$ cat src/rtl/debounce_pkg.sv
// Shared types, constants and helpers for the multi-channel debounce filter.
package debounce_pkg;

  localparam int unsigned SYNC_STAGES = 2;

  typedef enum logic {
    ST_STABLE   = 1'b0,
    ST_COUNTING = 1'b1
  } deb_state_e;

  // Counter width for a given stability limit, never narrower than one bit.
  function automatic int unsigned cnt_width(input int unsigned limit);
    int unsigned w;
    w = $clog2(limit);
    return (w < 1) ? 1 : w;
  endfunction

endpackage

$ cat src/rtl/debounce_channel.sv
// Single-bit debounce: optional 2-flop synchroniser (DEBOUNCE_MULTI_SYNC_EN),
// stability counter FSM and registered rise/fall strobe generation.
module debounce_channel
  import debounce_pkg::*;
#(
  parameter int unsigned LIMIT   = 250000,
  parameter logic        RST_BIT = 1'b0
) (
  input  logic i_clk,
  input  logic i_rst_n,
  input  logic i_bouncy,
  output logic o_debounced,
  output logic o_rise,
  output logic o_fall,
  output logic o_edge_c
);

  localparam int unsigned     CNT_W   = cnt_width(LIMIT);
  localparam logic [CNT_W-1:0] CNT_MAX = CNT_W'(LIMIT - 1);

  logic             w_s_in;
  deb_state_e       r_state;
  deb_state_e       w_state_nxt;
  logic [CNT_W-1:0] r_cnt;
  logic [CNT_W-1:0] w_cnt_cur;
  logic [CNT_W-1:0] w_cnt_nxt;
  logic             r_deb;
  logic             w_deb_nxt;
  logic             r_prev;
  logic             r_rise;
  logic             r_fall;
  logic             w_rise_nxt;
  logic             w_fall_nxt;

`ifdef DEBOUNCE_MULTI_SYNC_EN
  logic [SYNC_STAGES-1:0] r_sync;

  always_ff @(posedge i_clk or negedge i_rst_n) begin
    if (!i_rst_n) r_sync <= {SYNC_STAGES{RST_BIT}};
    else          r_sync <= {r_sync[SYNC_STAGES-2:0], i_bouncy};
  end

  assign w_s_in = r_sync[SYNC_STAGES-1];
`else
  assign w_s_in = i_bouncy;
`endif

  // A channel in ST_STABLE always counts from zero, whatever r_cnt holds.
  assign w_cnt_cur = (r_state == ST_COUNTING) ? r_cnt : '0;

  always_ff @(posedge i_clk or negedge i_rst_n) begin
    if (!i_rst_n) begin
      r_state <= ST_STABLE;
      r_cnt   <= '0;
      r_deb   <= RST_BIT;
    end else begin
      r_state <= w_state_nxt;
      r_cnt   <= w_cnt_nxt;
      r_deb   <= w_deb_nxt;
    end
  end

  // Any cycle where input matches output cancels a pending change.
  always_comb begin
    w_state_nxt = ST_STABLE;
    w_cnt_nxt   = '0;
    w_deb_nxt   = r_deb;
    if (w_s_in != r_deb) begin
      if (w_cnt_cur == CNT_MAX) begin
        w_deb_nxt = w_s_in;
      end else begin
        w_state_nxt = ST_COUNTING;
        w_cnt_nxt   = w_cnt_cur + CNT_W'(1);
      end
    end
  end

  always_comb begin
    w_rise_nxt = r_deb & ~r_prev;
    w_fall_nxt = ~r_deb & r_prev;
  end

  always_ff @(posedge i_clk or negedge i_rst_n) begin
    if (!i_rst_n) begin
      r_prev <= RST_BIT;
      r_rise <= 1'b0;
      r_fall <= 1'b0;
    end else begin
      r_prev <= r_deb;
      r_rise <= w_rise_nxt;
      r_fall <= w_fall_nxt;
    end
  end

  assign o_debounced = r_deb;
  assign o_rise      = r_rise;
  assign o_fall      = r_fall;
  assign o_edge_c    = w_rise_nxt | w_fall_nxt;

endmodule

$ cat src/rtl/debounce_multi.sv
// NUM_CH independent debounce channels with per-channel edge strobes and a
// combined change flag. Input synchroniser enabled by DEBOUNCE_MULTI_SYNC_EN.
module debounce_multi
  import debounce_pkg::*;
#(
  parameter int unsigned         NUM_CH         = 4,
  parameter int unsigned         DEBOUNCE_LIMIT = 250000,
  parameter logic [NUM_CH-1:0]   RESET_VAL      = '0
) (
  input  logic              i_clk,
  input  logic              i_rst_n,
  input  logic [NUM_CH-1:0] i_bouncy,
  output logic [NUM_CH-1:0] o_debounced,
  output logic [NUM_CH-1:0] o_rise,
  output logic [NUM_CH-1:0] o_fall,
  output logic              o_any_change
);

  logic [NUM_CH-1:0] w_edge;
  logic              r_any;

  for (genvar g = 0; g < NUM_CH; g++) begin : g_ch
    debounce_channel #(
      .LIMIT   (DEBOUNCE_LIMIT),
      .RST_BIT (RESET_VAL[g])
    ) u_ch (
      .i_clk       (i_clk),
      .i_rst_n     (i_rst_n),
      .i_bouncy    (i_bouncy[g]),
      .o_debounced (o_debounced[g]),
      .o_rise      (o_rise[g]),
      .o_fall      (o_fall[g]),
      .o_edge_c    (w_edge[g])
    );
  end

  // Registered from the strobes' next values so it lines up with o_rise/o_fall.
  always_ff @(posedge i_clk or negedge i_rst_n) begin
    if (!i_rst_n) r_any <= 1'b0;
    else          r_any <= |w_edge;
  end

  assign o_any_change = r_any;

endmodule

$ cat config.mk
export PLATFORM = sky130hd
export DESIGN_NAME = debounce_multi
export DESIGN_NICKNAME = d
export VERILOG_FILES = /design/src/rtl/debounce_pkg.sv /design/src/rtl/debounce_channel.sv /design/src/rtl/debounce_multi.sv
export SDC_FILE = /design/constraint.sdc
export NUM_CORES = 1
export LEC_CHECK = 0
export CAP_MARGIN = 10
export CORE_ASPECT_RATIO = 0.7
export CORE_UTILIZATION = 60
export CTS_CLUSTER_DIAMETER = 100
export DETAILED_ROUTE_END_ITERATION = 16
export MAX_ROUTING_LAYER = met4
export PLACE_DENSITY = 0.79
export SETUP_SLACK_MARGIN = 0.5
export SLEW_MARGIN = 15
export SYNTH_ARGS = -nofsm -noshare
export SYNTH_HDL_FRONTEND = slang
export SYNTH_HIERARCHICAL = 1
export SYNTH_SLANG_ARGS = --single-unit
$ cat constraint.sdc
create_clock -name i_clk -period 2.7 [get_ports i_clk]
set_input_delay 0.27 -clock i_clk [delete_from_list [all_inputs] [get_ports i_clk]]
set_output_delay 0.27 -clock i_clk [all_outputs]
set_load 0.01 [all_outputs]
# Word level (Yosys, flattened, before mapping)
# Index checks and enable logic that the tools add are counted.
totals:
  regBits: 93
  in_bits: 6
  out_inout_bits: 13
  word_cells: 82
classes:
  addsub: 4
  n_eq_ne: 8
  n_mux: 20
  n_bitwise: 20
  n_reduce_logical: 5
ops:
  columns: ["cell", "n"]
  rows:
  - ["18-bit two-way mux", 12]
  - ["18-bit by 1-bit adder with 18-bit output, second input constant", 4]
  - ["18-bit equality test, second input constant", 4]
  - ["1-bit AND", 8]
  - ["1-bit two-way mux", 8]
  - ["1-bit NOT", 8]
  - ["2-bit AND reduction", 4]
  - ["1-bit != test", 4]
  - ["1-bit bitwise OR", 4]
  - ["4-bit OR reduction", 1]

# Depth between registers and ports, before layout
# Gate-level depths: netlist of run 1.
depth:
  depth_word: 4
  mapped_depth: 7
  depth_no_buf: 6

# By module
# Netlist of run 1, hierarchy kept.
by_module_without_submodules:
  columns: ["module", "n_inst", "cells_per_inst", "area_per_inst_um2", "seq_area_each_um2"]
  rows:
  - ["debounce_channel", 4, 116, 1216.2, 575.6]
  - ["debounce_multi", 1, 2, 32.5, 25.0]

# Least setup slack after synthesis of run 1
# No wires, ideal clock.
synth_path:
  kind: "reg-to-reg"
  from: "reg g_ch[0].u_ch.r_state"
  to: "reg g_ch[0].u_ch.r_cnt[16]"
  setup_time_ps: 74
  arrival_time_ps: 1883
  required_time_ps: 2626
  path_slack_ps: 743
  stages_incl_launch_ff: 8
  n_path_buf: 1
  cell_sequence: "dfrtp_1 buf_4 and2_1 ha_1 nand4_1 or4_4 or3_1 a21oi_2"
synth_between:
  elab_chain_cells: 4
synth_rtl:
  columns: ["item", "line", "text"]
  rows:
  - ["from (decl)", "debounce_channel.sv:22", "deb_state_e r_state;"]
  - ["from (signal assigned)", "debounce_channel.sv:57", "r_state <= w_state_nxt;"]
  - ["18-bit two-way mux (*)", "debounce_channel.sv:49", "assign w_cnt_cur = (r_state == ST_COUNTING) ? r_cnt : '0;"]
  - ["18-bit by 1-bit adder with 18-bit output or 18-bit equality test (tied branches)", "debounce_channel.sv:73, debounce_channel.sv:69", null]
  - ["18-bit two-way mux (*)", "debounce_channel.sv:69", "if (w_cnt_cur == CNT_MAX) begin"]
  - ["18-bit two-way mux (*)", "debounce_channel.sv:68", "if (w_s_in != r_deb) begin"]
  - ["via g_ch[0].u_ch.w_cnt_nxt[16]", "debounce_channel.sv:26", "logic [CNT_W-1:0] w_cnt_nxt;"]
  - ["to (signal assigned)", "debounce_channel.sv:58", "r_cnt <= w_cnt_nxt;"]
  - ["to (decl)", "debounce_channel.sv:24", "logic [CNT_W-1:0] r_cnt;"]
# The timed path passes the listed nets; every way through them passes the cells marked *.
# A chain may end at the register's enable or synchronous reset.

# Worst setup path in the final report of run 1
layout_path:
  from: "reg g_ch[2].u_ch.r_cnt[0]"
  to: "reg g_ch[2].u_ch.r_cnt[14]"
layout_between:
  elab_chain_cells: 4
layout_rtl:
  columns: ["item", "line"]
  rows:
  - ["from (decl)", "debounce_channel.sv:24"]
  - ["from (signal assigned)", "debounce_channel.sv:58"]
  - ["18-bit two-way mux (*)", "debounce_channel.sv:49"]
  - ["18-bit by 1-bit adder with 18-bit output or 18-bit equality test (tied branches)", "debounce_channel.sv:73, debounce_channel.sv:69"]
  - ["18-bit two-way mux (*)", "debounce_channel.sv:69"]
  - ["18-bit two-way mux (*)", "debounce_channel.sv:68"]
  - ["via g_ch[2].u_ch.w_cnt_nxt[14]", "debounce_channel.sv:26"]
# Marked as above.

==> results of run 1 <==
[metrics by stage]
stage                     setup slack [ns]  power, W
after global placement               0.583   0.00153
after global routing                 0.553   0.00286
after floorplan                      0.743   0.00148
final                                0.682   0.00276
after detailed placement             0.501   0.00153
after CTS                            0.503   0.00279
[state kept, by name, summed over array words and instances, names as in the netlist]
name	cells
o_any_change	1
g_ch.u_ch/o_debounced	4
g_ch.u_ch/r_prev	4
g_ch.u_ch/r_state	4
g_ch.u_ch/o_rise	4
g_ch.u_ch/r_cnt	72
g_ch.u_ch/o_fall	4
[report_power, final]
group	leakage, nW	switching, W	internal, W
Combinational	0.782	0.0000639	0.0000338
Sequential	1.28	0.00000894	0.00140
Clock	0.148	0.000593	0.000656
[area by class of cell]
cell class,count,area share
clock buffers,9,0.0405
multi-input cells,345,0.441
inverters,20,0.0135
repair buffers,28,0.0482
well taps,101,0.0227
flip-flops and latches,93,0.420
clock inverters,7,0.0142
[cell usage after synthesis (all sizes together), types with 8 or more instances]
| master | n | area share |
|---|---|---|
| dfrtp | 93 | 0.48 |
| nor3 | 16 | 0.016 |
| nor4b | 8 | 0.014 |
| nand4 | 16 | 0.026 |
| nor4 | 16 | 0.038 |
| a21oi | 16 | 0.019 |
| nor2 | 56 | 0.043 |
| nand2 | 12 | 0.011 |
| ha | 12 | 0.031 |
| xnor2 | 28 | 0.050 |
| xor2 | 16 | 0.029 |
| and2 | 12 | 0.015 |
| nand3 | 40 | 0.051 |
| or3 | 8 | 0.010 |
| or4 | 9 | 0.017 |
| inv | 20 | 0.015 |
| o21ai | 20 | 0.020 |
| nor3b | 8 | 0.012 |
[routing by layer]
| metal | routed length [µm] | part of all wire | up-vias |
|---|---|---|---|
| li1 | - | - | 1744 |
| met3 | 504 | 0.053 | 13 |
| met1 | 4570 | 0.48 | 1769 |
| met4 | 146 | 0.015 | 0 |
| met5 | 0 | 0 | - |
| met2 | 4330 | 0.45 | 101 |
[worst reg2reg max path: stages (launching register included)]
cell	delay, ns
dfrtp_1	0.37
and2_1	0.17
ha_1	0.24
nand4_1	0.18
or4_4	0.48
or3_1	0.32
a21oi_1	0.17
[worst min-delay path by stage]
stage / from / to / slack [ns] / depth (start not counted)
after floorplan: i_rst_n / g_ch[0].u_ch/o_debounced$_DFFE_PN0P_ / -0.03 / 0
after global placement: i_rst_n / g_ch[1].u_ch/r_cnt[12]$_DFF_PN0_ / 0.32 / 1
after detailed placement: i_rst_n / g_ch[1].u_ch/r_cnt[16]$_DFF_PN0_ / 0.33 / 1
after CTS: i_rst_n / g_ch[1].u_ch/r_cnt[15]$_DFF_PN0_ / 0.50 / 2
after global routing: g_ch[2].u_ch/o_debounced$_DFFE_PN0P_ / g_ch[2].u_ch/r_prev$_DFF_PN0_ / 0.54 / 0
final: i_rst_n / g_ch[1].u_ch/r_cnt[16]$_DFF_PN0_ / 0.48 / 2
[cell families (layout without fill, tap and decap cells)]
family | count (synthesis) | in the layout | share of synthesized area
compound gates | 48 | 48 | 0.0623
xor+xnor | 44 | 44 | 0.0787
fa+ha+maj | 12 | 12 | 0.0307
buf+inv | 28 | 64 | 0.0245
flops | 93 | 93 | 0.475
mux | 8 | 8 | 0.0174
simple gates | 233 | 233 | 0.311
[what timing repair did]
item / CTS / global route
endpoints found under the setup margin: 1 / 20
hold buffers: 1 / 0
resized for setup: 1 / 3
hold endpoints to repair: 47 / 0
setup buffers: 0 / 4
pin swaps: 0 / 0
==> summary.md, run 1 <==
| Metric | Value |
|---|---|
| Storage cell area | 2330 µm² |
| CP endpoint | g_ch[2].u_ch/r_cnt[14]$_DFF_PN0_ |
| Worst slew margin | 0.576 |
| Mean area per synthesized cell | 10.5 µm² |
| Seq/Total Area, Yosys | 0.475 |
| Buffers added on ports | 18 |
| DP Area | 5210 µm² |
| Reg2Reg Setup Slack | slightly below 0.7 ns |
| Hold_ws | around 0.48 ns |
| Syn Inst Count | 466 |
| Final nets | 515 |
| CP Cell Sequence | and2_1, ha_1, nand4_1, or4_4, or3_1, a21oi_1 |
| CTS tree | done |
| Worst-Skew Late Latency | between 0.3 and 0.4 ns |
| Layout cell share with drive strength beyond 1 | 0.155 |
| Reg2Reg Depth | 6 |
| H-tree Lvls | 3 |
| Area Overhead vs Synth | 13.4% |
| Pin count of the biggest net entering global routing | between 40 and 50 |
| Fin. Hold Viols | 0 |
| Vias in the first global route | 3,496 |
| Fin. max-slew vios | 0 |
| Syn_nets | roughly 480 |
| Worst setup path start | g_ch[2].u_ch/r_cnt[0]$_DFF_PN0_ |
| DP Cell Count | 582 |
| Most common cell after layout, fill and taps aside | dfrtp_1 |
| Startpoint Class | flop |
| Fin crit share | 0.747 |
| Vias per cell | 6.01 |
| Row count | 27 |
| Die Width | 110 µm |
| Final Skew | around 0.0053 ns |
| Status | complete, no violations |
| CTS sink cnt | 93 |
| Critical Path AT | ~2.3 ns |
| Crit path time final | 2.02 ns |
| CP required | 2.97 ns |
| Initial antenna violation count | 0 |
| Post-Route Setup TNS | 0 ns |
| Final Core Density | 0.706 |
| Critical path peak fanout | 5 |
| Clock buffer count from CTS | 9 |
| Netlist cell types | 41 |
| Post-DP HPWL | 6530 µm |
| Ys async rst share | 1.00 |
| Final Wtd Congestion | between 0.9 and 1 |
| Top delay family on crit path | simple AND/OR/NAND/NOR gates |
| CP Capture Type | flop |
| Critical-path top delay cell | or4_4 |
| Final WL | 9550 µm |
| Starting Density | 0.622 |
| Cell area after synthesis | 4900 µm² |
| # diodes | 0 |
| IR drop worst, VDD | 518 µV |
| M3 GR Usage | 0.0588 |
| GRT met1 Usage | 0.369 |
| Pwr per Cell Area | between 400 and 500 nW/µm² |
| Fmax | 496 MHz |
| Fillers | 565 |
| Worst R2R End | g_ch[2].u_ch/r_cnt[14]$_DFF_PN0_ |
| Core area | 7870 µm² |
| Grt met2 use | 0.374 |
| RSZ-0062 raised after global routing | false |
| Commonest cells after routing, fill and taps aside | 89 x dfrtp_1, 56 x nor2_1, 36 x nand3_1, 28 x xnor2_1, 20 x inv_1 |
| WL/cell | 15.8 µm |
| CTS Root Cell | clkbuf_16 |
| Slew @ Worst Pin | 0.635 ns |
| Endpoints failing setup | 0 |
| Gr busiest metal | met2 |
| Overflow after GRT | 0 |
| Yosys warns | 6 |
| Buf/Inv on CP | 0 |
| Vias | 3,627 |
| #FFs+latches synth | 93 |
| Maxcap violations | 0 |
| Worst-path clk slew | 0.07 ns |
| Final Instance Area | 5560 µm² |
| RR Startpoint | g_ch[2].u_ch/r_cnt[0]$_DFF_PN0_ |
| Die ar. | around 8500 µm² |
| Die H | 77.6 µm |
| Worst setup path category | reg2reg |
| I/O Pins | 19 |
| Detail Route Antenna Nets | 0 |
| Drt drc | 0 |
| Slowest stage delay, CP | 0.48 ns |
| Area of the multi-input gates | between 2000 and 2500 µm² |
| Pleak | 2.21 nW |
| Post-Layout Cell Count | 603 |
| Initial DRC Count | 204 |
| EDFF count, synth | 0 |
| Hold/Removal Path Class | in2async |
| Ys flop type | dfrtp_1 |
| DRT Pass-1 Iters | 5 |
| All-layer global routing usage | 0.262 |
| First-pass GRT wire length | between 15,000 and 20,000 µm |
| Bufs on Longest Clock Path | 2 |
| Cell depth of the worst setup path | 6 |
Power figures use the tool's default switching activity.
==> run 2: changes to the inputs <==
Clock period 2.7 ns to 1.88 ns, I/O delays scaled along.
==> run 2 against run 1 <==
Compared with the run above: the run now ends with negative setup slack left; design area increased by 30%; count of clock-buffer cells in the layout increased by 1; first-iteration DRC count increased to 3.6 times the previous value; critical path depth unchanged; highest routed layer unchanged.
==> summary.md, run 2 (synthesis results as in run 1) <==
| Metric | Value |
|---|---|
| Status | finished with violations (was complete, no violations) |
| Failing checks | negative setup slack |
| Fin. max-slew vios | 0 (unchanged) |
| Reg2Reg Setup Slack | -0.13 ns (was 0.68 ns) |
| CP required | 2.16 ns (was 2.97 ns) |
| Pwr per Cell Area | 579 nW/µm² (was 497 nW/µm²) |
| DRT Pass-1 Iters | 5 (unchanged) |
| Fmax | 497 MHz (was 496 MHz) |
| Row count | 27 (unchanged) |
| Fin crit share | 1.07 (was 0.747) |
| First-pass GRT wire length | 21,600 µm (was 16,600 µm) |
| Reg2Reg Depth | 6 (unchanged) |
| Overflow after GRT | 0 (unchanged) |
| Final nets | 611 (was 515) |
| Worst R2R End | g_ch[3].u_ch/r_cnt[16]$_DFF_PN0_ (was g_ch[2].u_ch/r_cnt[14]$_DFF_PN0_) |
| Layout cell share with drive strength beyond 1 | 0.500 (was 0.155) |
| H-tree Lvls | 3 (unchanged) |
| CTS Root Cell | clkbuf_16 (unchanged) |
| Worst setup path category | reg2reg (unchanged) |
| Slew @ Worst Pin | 0.500 ns (was 0.635 ns) |
| Endpoints failing setup | 16 (was 0) |
| Initial antenna violation count | 0 (unchanged) |
| IR drop worst, VDD | 910 µV (was 518 µV) |
| Die Width | 110 µm (unchanged) |
| All-layer global routing usage | 0.347 (was 0.262) |
| RSZ-0062 raised after global routing | true (was false) |
| Vias in the first global route | 4,271 (was 3,496) |
| Worst-path clk slew | 0.07 ns (about the same) |
| Starting Density | 0.622 (unchanged) |
| Detail Route Antenna Nets | 0 (unchanged) |
| Post-DP HPWL | 7430 µm (was 6530 µm) |
| Most flops, register | g_ch.u_ch/r_cnt (unchanged) |
| Maxcap violations | 0 (unchanged) |
| # diodes | 0 (unchanged) |
| Worst-Skew Late Latency | 0.36 ns (was 0.35 ns) |
| Fillers | 247 (was 565) |
| Critical path peak fanout | 5 (unchanged) |
| Hold/Removal Path Class | in2async (unchanged) |
| CTS tree | done (unchanged) |
| Hold_ws | 0.245 ns (was 0.477 ns) |
| Core area | 7870 µm² (unchanged) |
| RR Startpoint | g_ch[3].u_ch/r_state$_DFF_PN0_ (was g_ch[2].u_ch/r_cnt[0]$_DFF_PN0_) |
| Final Instance Area | 7250 µm² (was 5560 µm²) |
| Final WS setup | -0.132 ns (was 0.682 ns) |
| Fin. Hold Viols | 0 (unchanged) |
| Commonest cells after routing, fill and taps aside | 71 x buf_4, 69 x dfrtp_1, 30 x buf_6, 28 x xnor2_1, 28 x nor2_1 (was 89 x dfrtp_1, 56 x nor2_1, 36 x nand3_1, 28 x xnor2_1, 20 x inv_1) |
| Drt drc | 0 (unchanged) |
| Final Wtd Congestion | 0.883 (was 0.942) |
| Crit path time final | 2.01 ns (was 2.02 ns) |
| Bufs on Longest Clock Path | 2 (unchanged) |
| CTS sink cnt | 93 (unchanged) |
| Clock buffer count from CTS | 9 (unchanged) |
| Pin count of the biggest net entering global routing | 58 (was 49) |
| I/O Pins | 19 (unchanged) |
| Die H | 77.6 µm (unchanged) |
| Most common cell after layout, fill and taps aside | buf_4 (was dfrtp_1) |
| DP Area | 5550 µm² (was 5210 µm²) |
| Final WL | 17,300 µm (was 9550 µm) |
| Die ar. | 8530 µm² (unchanged) |
| Vias | 4,757 (was 3,627) |
| Final Skew | 0.0109 ns (was 0.00535 ns) |
| Critical Path AT | 2.29 ns (about the same) |
| WL/cell | 24.8 µm (was 15.8 µm) |
| Pleak | 2.93 nW (was 2.21 nW) |
| Initial DRC Count | 725 (was 204) |
| Largest register FFs | 72 (unchanged) |
| CP Capture Type | flop (unchanged) |
| Vias per cell | 6.81 (was 6.01) |
| Worst slew margin | 0.664 (was 0.576) |
| Area Overhead vs Synth | 48.0% (was 13.4%) |
| Startpoint Class | flop (unchanged) |
| Buffers added on ports | 18 (unchanged) |
| Pre-CTS setup slack | 0.0361 ns (was 0.501 ns) |
run 2: changes by cell type in the layout (fill, tap and decap cells not counted), sizes merged:
cell / delta
buf: +96
bufinv: +1
clkbuf: +2
clkdlybuf4s50: -13
clkinv: -1
clkinvlp: +2
dlygate4sd2: +10
dlymetal6s2s: +2
inv: -3
run 2: stage by stage:
step	TNS, ns	power (W)	std cells	utilization
after floorplan	0	0.00215	466	-
after global placement	0	0.00223	607	0.705
after detailed placement	0	0.00224	607	0.705
after CTS	0	0.00409	668	0.825
after global routing	-1.19	0.00429	699	0.921
final	-0.682	0.00419	699	0.921
run 2: layout make-up:
cell class / count / area (µm²) / area share
multi-input cells: 345 / 3260 / 0.450
flip-flops and latches: 93 / 2360 / 0.325
repair buffers: 124 / 1130 / 0.156
clock buffers: 10 / 229 / 0.0316
well taps: 101 / 126 / 0.0174
inverters: 20 / 75.1 / 0.0104
clock inverters: 6 / 63.8 / 0.00881
run 2: how the worst max path moves through the flow:
stage | endpoint | startpoint | depth (start not counted) | slack, ns
after global routing | g_ch[0].u_ch/r_cnt[14]$_DFF_PN0_ | g_ch[0].u_ch/r_state$_DFF_PN0_ | 6 | -0.14
after floorplan | g_ch[0].u_ch/r_cnt[16]$_DFF_PN0_ | g_ch[0].u_ch/r_state$_DFF_PN0_ | 7 | 0.0004
final | g_ch[3].u_ch/r_cnt[16]$_DFF_PN0_ | g_ch[3].u_ch/r_state$_DFF_PN0_ | 6 | -0.13
after CTS | g_ch[0].u_ch/r_cnt[16]$_DFF_PN0_ | g_ch[0].u_ch/r_state$_DFF_PN0_ | 6 | 0.05
after detailed placement | g_ch[3].u_ch/r_cnt[16]$_DFF_PN0_ | g_ch[3].u_ch/r_cnt[1]$_DFF_PN0_ | 6 | 0.04
after global placement | g_ch[3].u_ch/r_cnt[16]$_DFF_PN0_ | g_ch[3].u_ch/r_cnt[1]$_DFF_PN0_ | 6 | 0.13
run 2: metal layers:
metal | GRT usage | vias to the layer above | part of all wire
met3 | 0.0933 | 100 | 0.086
met1 | 0.449 | 2385 | 0.39
met4 | 0.136 | 0 | 0.041
met5 | - | - | 0
met2 | 0.521 | 342 | 0.48
li1 | - | 1930 | -
run 2: what timing repair did:
action	CTS	global route
setup endpoints to repair	88	80
gates resized for setup	95	129
hold endpoints to repair	17	0
cloned	0	0
hold buffers	1	0
buffers inserted	44	31
pin swaps	43	50
run 2: worst max-delay path, stage by stage, from the launching register on:
cell	delay, ns
dfrtp_1	0.40
and2_4	0.19
ha_4	0.14
nand4_1	0.14
or4_4	0.50
or3_4	0.37
a21oi_2	0.19
run 2: power by group:
| part | total (W) | switching, W | internal, W | leakage [nW] |
|---|---|---|---|---|
| logic | 0.000309 | 0.000165 | 0.000144 | 1.55 |
| clock network | 0.00185 | 0.000822 | 0.00103 | 0.138 |
| registers | 0.00203 | 0.0000168 | 0.00202 | 1.24 |
==> run 3: changes to the inputs <==
Settings changed: CORE_MARGIN set to 2, SLEW_MARGIN 15 to 25.
==> run 3 against run 2 <==
Compared with the run above: the run still ends with negative setup slack left; wire length rose by 15%; total power fell by 2.0%; utilization rose by 1.7 points; setup slack got worse by 0.10 ns; critical path depth did not move; highest routed layer unchanged.
==> summary.md, run 3 (synthesis results as in run 1) <==
| Metric | Value |
|---|---|
| Status | finished with violations (unchanged) |
| Failing checks | negative setup slack (unchanged) |
| Endpoints failing setup | 27 (was 16) |
| Pin count of the biggest net entering global routing | 56 (was 58) |
| Die H | 79.6 µm (was 77.6 µm) |
| Critical path peak fanout | 5 (unchanged) |
| CTS tree | done (unchanged) |
| Fin crit share | 1.12 (was 1.07) |
| IR drop worst, VDD | 735 µV (was 910 µV) |
| Layout cell share with drive strength beyond 1 | 0.529 (was 0.500) |
| Cell depth of the worst setup path | 6 (unchanged) |
| Fin. Hold Viols | 0 (unchanged) |
| Hold_ws | 0.298 ns (was 0.245 ns) |
| CP Capture Type | flop (unchanged) |
| Detail Route Antenna Nets | 0 (unchanged) |
| DP Cell Count | 606 (was 607) |
| GRT met1 Usage | 0.414 (was 0.449) |
| Core area | 7910 µm² (was 7870 µm²) |
| Most common cell after layout, fill and taps aside | buf_4 (unchanged) |
| CTS Root Cell | clkbuf_16 (unchanged) |
| Final nets | 622 (was 611) |
| Fin. max-slew vios | 0 (unchanged) |
| Starting Density | 0.619 (was 0.622) |
| Critical Path AT | 2.37 ns (was 2.29 ns) |
| Row count | 27 (unchanged) |
| Clock buffer count from CTS | 9 (unchanged) |
| Clock power frac | 0.429 (was 0.442) |
| I/O Pins | 19 (unchanged) |
| Pint | 0.00317 W (was 0.00319 W) |
| Area Overhead vs Synth | 51.4% (was 48.0%) |
| Post-DP HPWL | 7490 µm (was 7430 µm) |
| Post-Layout Cell Count | 708 (was 699) |
| Slowest stage delay, CP | 0.52 ns (was 0.50 ns) |
| Sequential share of power | 0.495 (was 0.485) |
| Maxcap violations | 0 (unchanged) |
| First-pass GRT wire length | 23,500 µm (was 21,600 µm) |
| Vias | 5,122 (was 4,757) |
| Area of the multi-input gates | 3360 µm² (was 3260 µm²) |
| Initial DRC Count | 651 (was 725) |
| Switching pwr | 0.000936 W (was 0.00100 W) |
| Top delay family on crit path | simple AND/OR/NAND/NOR gates (unchanged) |
| CTS sink cnt | 93 (unchanged) |
| H-tree Lvls | 3 (unchanged) |
| Largest register FFs | 72 (unchanged) |
| Bufs on Longest Clock Path | 2 (unchanged) |
| Worst-path clk slew | 0.07 ns (about the same) |
| Worst setup path category | reg2reg (unchanged) |
| Die ar. | 8910 µm² (was 8530 µm²) |
| Most flops, register | g_ch.u_ch/r_cnt (unchanged) |
| Commonest cells after routing, fill and taps aside | 79 x buf_4, 65 x dfrtp_1, 34 x buf_6, 28 x dfrtp_2, 27 x xnor2_1 (was 71 x buf_4, 69 x dfrtp_1, 30 x buf_6, 28 x xnor2_1, 28 x nor2_1) |
| Worst-Skew Late Latency | 0.35 ns (was 0.36 ns) |
| RSZ-0062 raised after global routing | true (unchanged) |
| Fillers | 218 (was 247) |
| Fmax | 474 MHz (was 497 MHz) |
| Startpoint Class | flop (unchanged) |
| Buffers added on ports | 18 (unchanged) |
| Buf/Inv on CP | 0 (unchanged) |
| Die Width | 112 µm (was 110 µm) |
| Initial antenna violation count | 0 (unchanged) |
| CP Cell Sequence | and2_4, ha_4, nand4_1, or4_4, or3_1, a21oi_1 (was and2_4, ha_4, nand4_1, or4_4, or3_4, a21oi_2) |
| Drt drc | 0 (unchanged) |
| Combinational share of power | 0.076 (was 0.074) |
| DRT Pass-1 Iters | 5 (unchanged) |
| # diodes | 0 (unchanged) |
| Slew @ Worst Pin | 0.555 ns (was 0.500 ns) |
| M3 GR Usage | 0.0835 (was 0.0933) |
| Vias in the first global route | 4,658 (was 4,271) |
| All-layer global routing usage | 0.345 (was 0.347) |
| Final WL | 20,000 µm (was 17,300 µm) |
| Final Wtd Congestion | 0.900 (was 0.883) |
| Pleak | 3.02 nW (was 2.93 nW) |
| Storage cell area | 2360 µm² (about the same) |
| Critical-path top delay cell | or4_4 (unchanged) |
| Gr busiest metal | met2 (unchanged) |
| Vias per cell | 7.23 (was 6.81) |
| Grt met2 use | 0.575 (was 0.521) |
| Final Skew | 0.0160 ns (was 0.0109 ns) |
| CP required | 2.13 ns (was 2.16 ns) |
| Reg2Reg Depth | 6 (unchanged) |
| Worst slew margin | 0.627 (was 0.664) |
| Pwr per Cell Area | 554 nW/µm² (was 579 nW/µm²) |
| Switching share of power | 0.228 (was 0.239) |
| WL/cell | 28.2 µm (was 24.8 µm) |
| Hold/Removal Path Class | in2async (unchanged) |
| Final WS setup | -0.232 ns (was -0.132 ns) |
| Crit path time final | 2.11 ns (was 2.01 ns) |
| Overflow after GRT | 0 (unchanged) |
-- run 3: metrics by stage --
| step | TNS (ns) | instance area [µm²] | power (W) | setup WS [ns] | util |
|---|---|---|---|---|---|
| 2_1_floorplan | 0 | 5100 | 0.00215 | 0.000419 | - |
| 3_5_place_dp | 0 | 5540 | 0.00224 | 0.0372 | 0.701 |
| 4_1_cts | 0 | 6760 | 0.00405 | 0.0692 | 0.855 |
| 6_report | -1.61 | 7410 | 0.00411 | -0.232 | 0.938 |
| 3_3_place_gp | 0 | 5540 | 0.00223 | 0.106 | 0.701 |
| 5_1_grt | -1.96 | 7410 | 0.00422 | -0.243 | 0.938 |
-- run 3: power groups by stage --
stage | registers (W) | clock network, W | logic [W]
finish | 0.00203 | 0.00176 | 0.000313
global route | 0.00203 | 0.00186 | 0.000328
CTS | 0.00203 | 0.00177 | 0.000248
detailed placement | 0.00207 | 0 | 0.000173
global placement | 0.00206 | 0 | 0.000168
floorplan | 0.00207 | 0 | 0.0000881
-- run 3: path summary, 6_finish.rpt --
check | startpoint | endpoint | slack [ns]
setup reg to reg | g_ch[3].u_ch/r_state$_DFF_PN0_ | g_ch[3].u_ch/r_cnt[14]$_DFF_PN0_ | -0.23
hold / removal | i_rst_n | g_ch[0].u_ch/r_cnt[15]$_DFF_PN0_ | 0.30
hold reg to reg | g_ch[3].u_ch/o_debounced$_DFFE_PN0P_ | g_ch[3].u_ch/r_prev$_DFF_PN0_ | 0.49
max in group asynchronous | i_rst_n | g_ch[3].u_ch/o_debounced$_DFFE_PN0P_ | 0.95
min in group i_clk | g_ch[3].u_ch/o_debounced$_DFFE_PN0P_ | g_ch[3].u_ch/r_prev$_DFF_PN0_ | 0.49
setup / recovery | g_ch[3].u_ch/r_state$_DFF_PN0_ | g_ch[3].u_ch/r_cnt[14]$_DFF_PN0_ | -0.23
-- run 3: layout make-up --
type                            instances  area share
Tap cell                              101      0.0170
Inverter                               20      0.0101
Timing Repair Buffer                  135       0.165
Sequential cell                        93       0.319
Clock inverter                          3     0.00540
Clock buffer                           11      0.0314
Multi-Input combinational cell        345       0.453
-- run 3: repair_timing --
action	in CTS	in global routing
setup endpoints to repair	89	79
hold endpoints to repair	21	0
cloned	1	0
gates resized for setup	136	114
setup buffers	65	21
hold buffers	1	0
pin swaps	58	42
-- run 3: routing by layer --
layer / share of wire / up-vias / routed length (µm)
li1: - / 1951 / -
met1: 0.35 / 2444 / 6930
met2: 0.46 / 535 / 9250
met3: 0.11 / 192 / 2160
met4: 0.080 / 0 / 1610
met5: 0 / - / 0
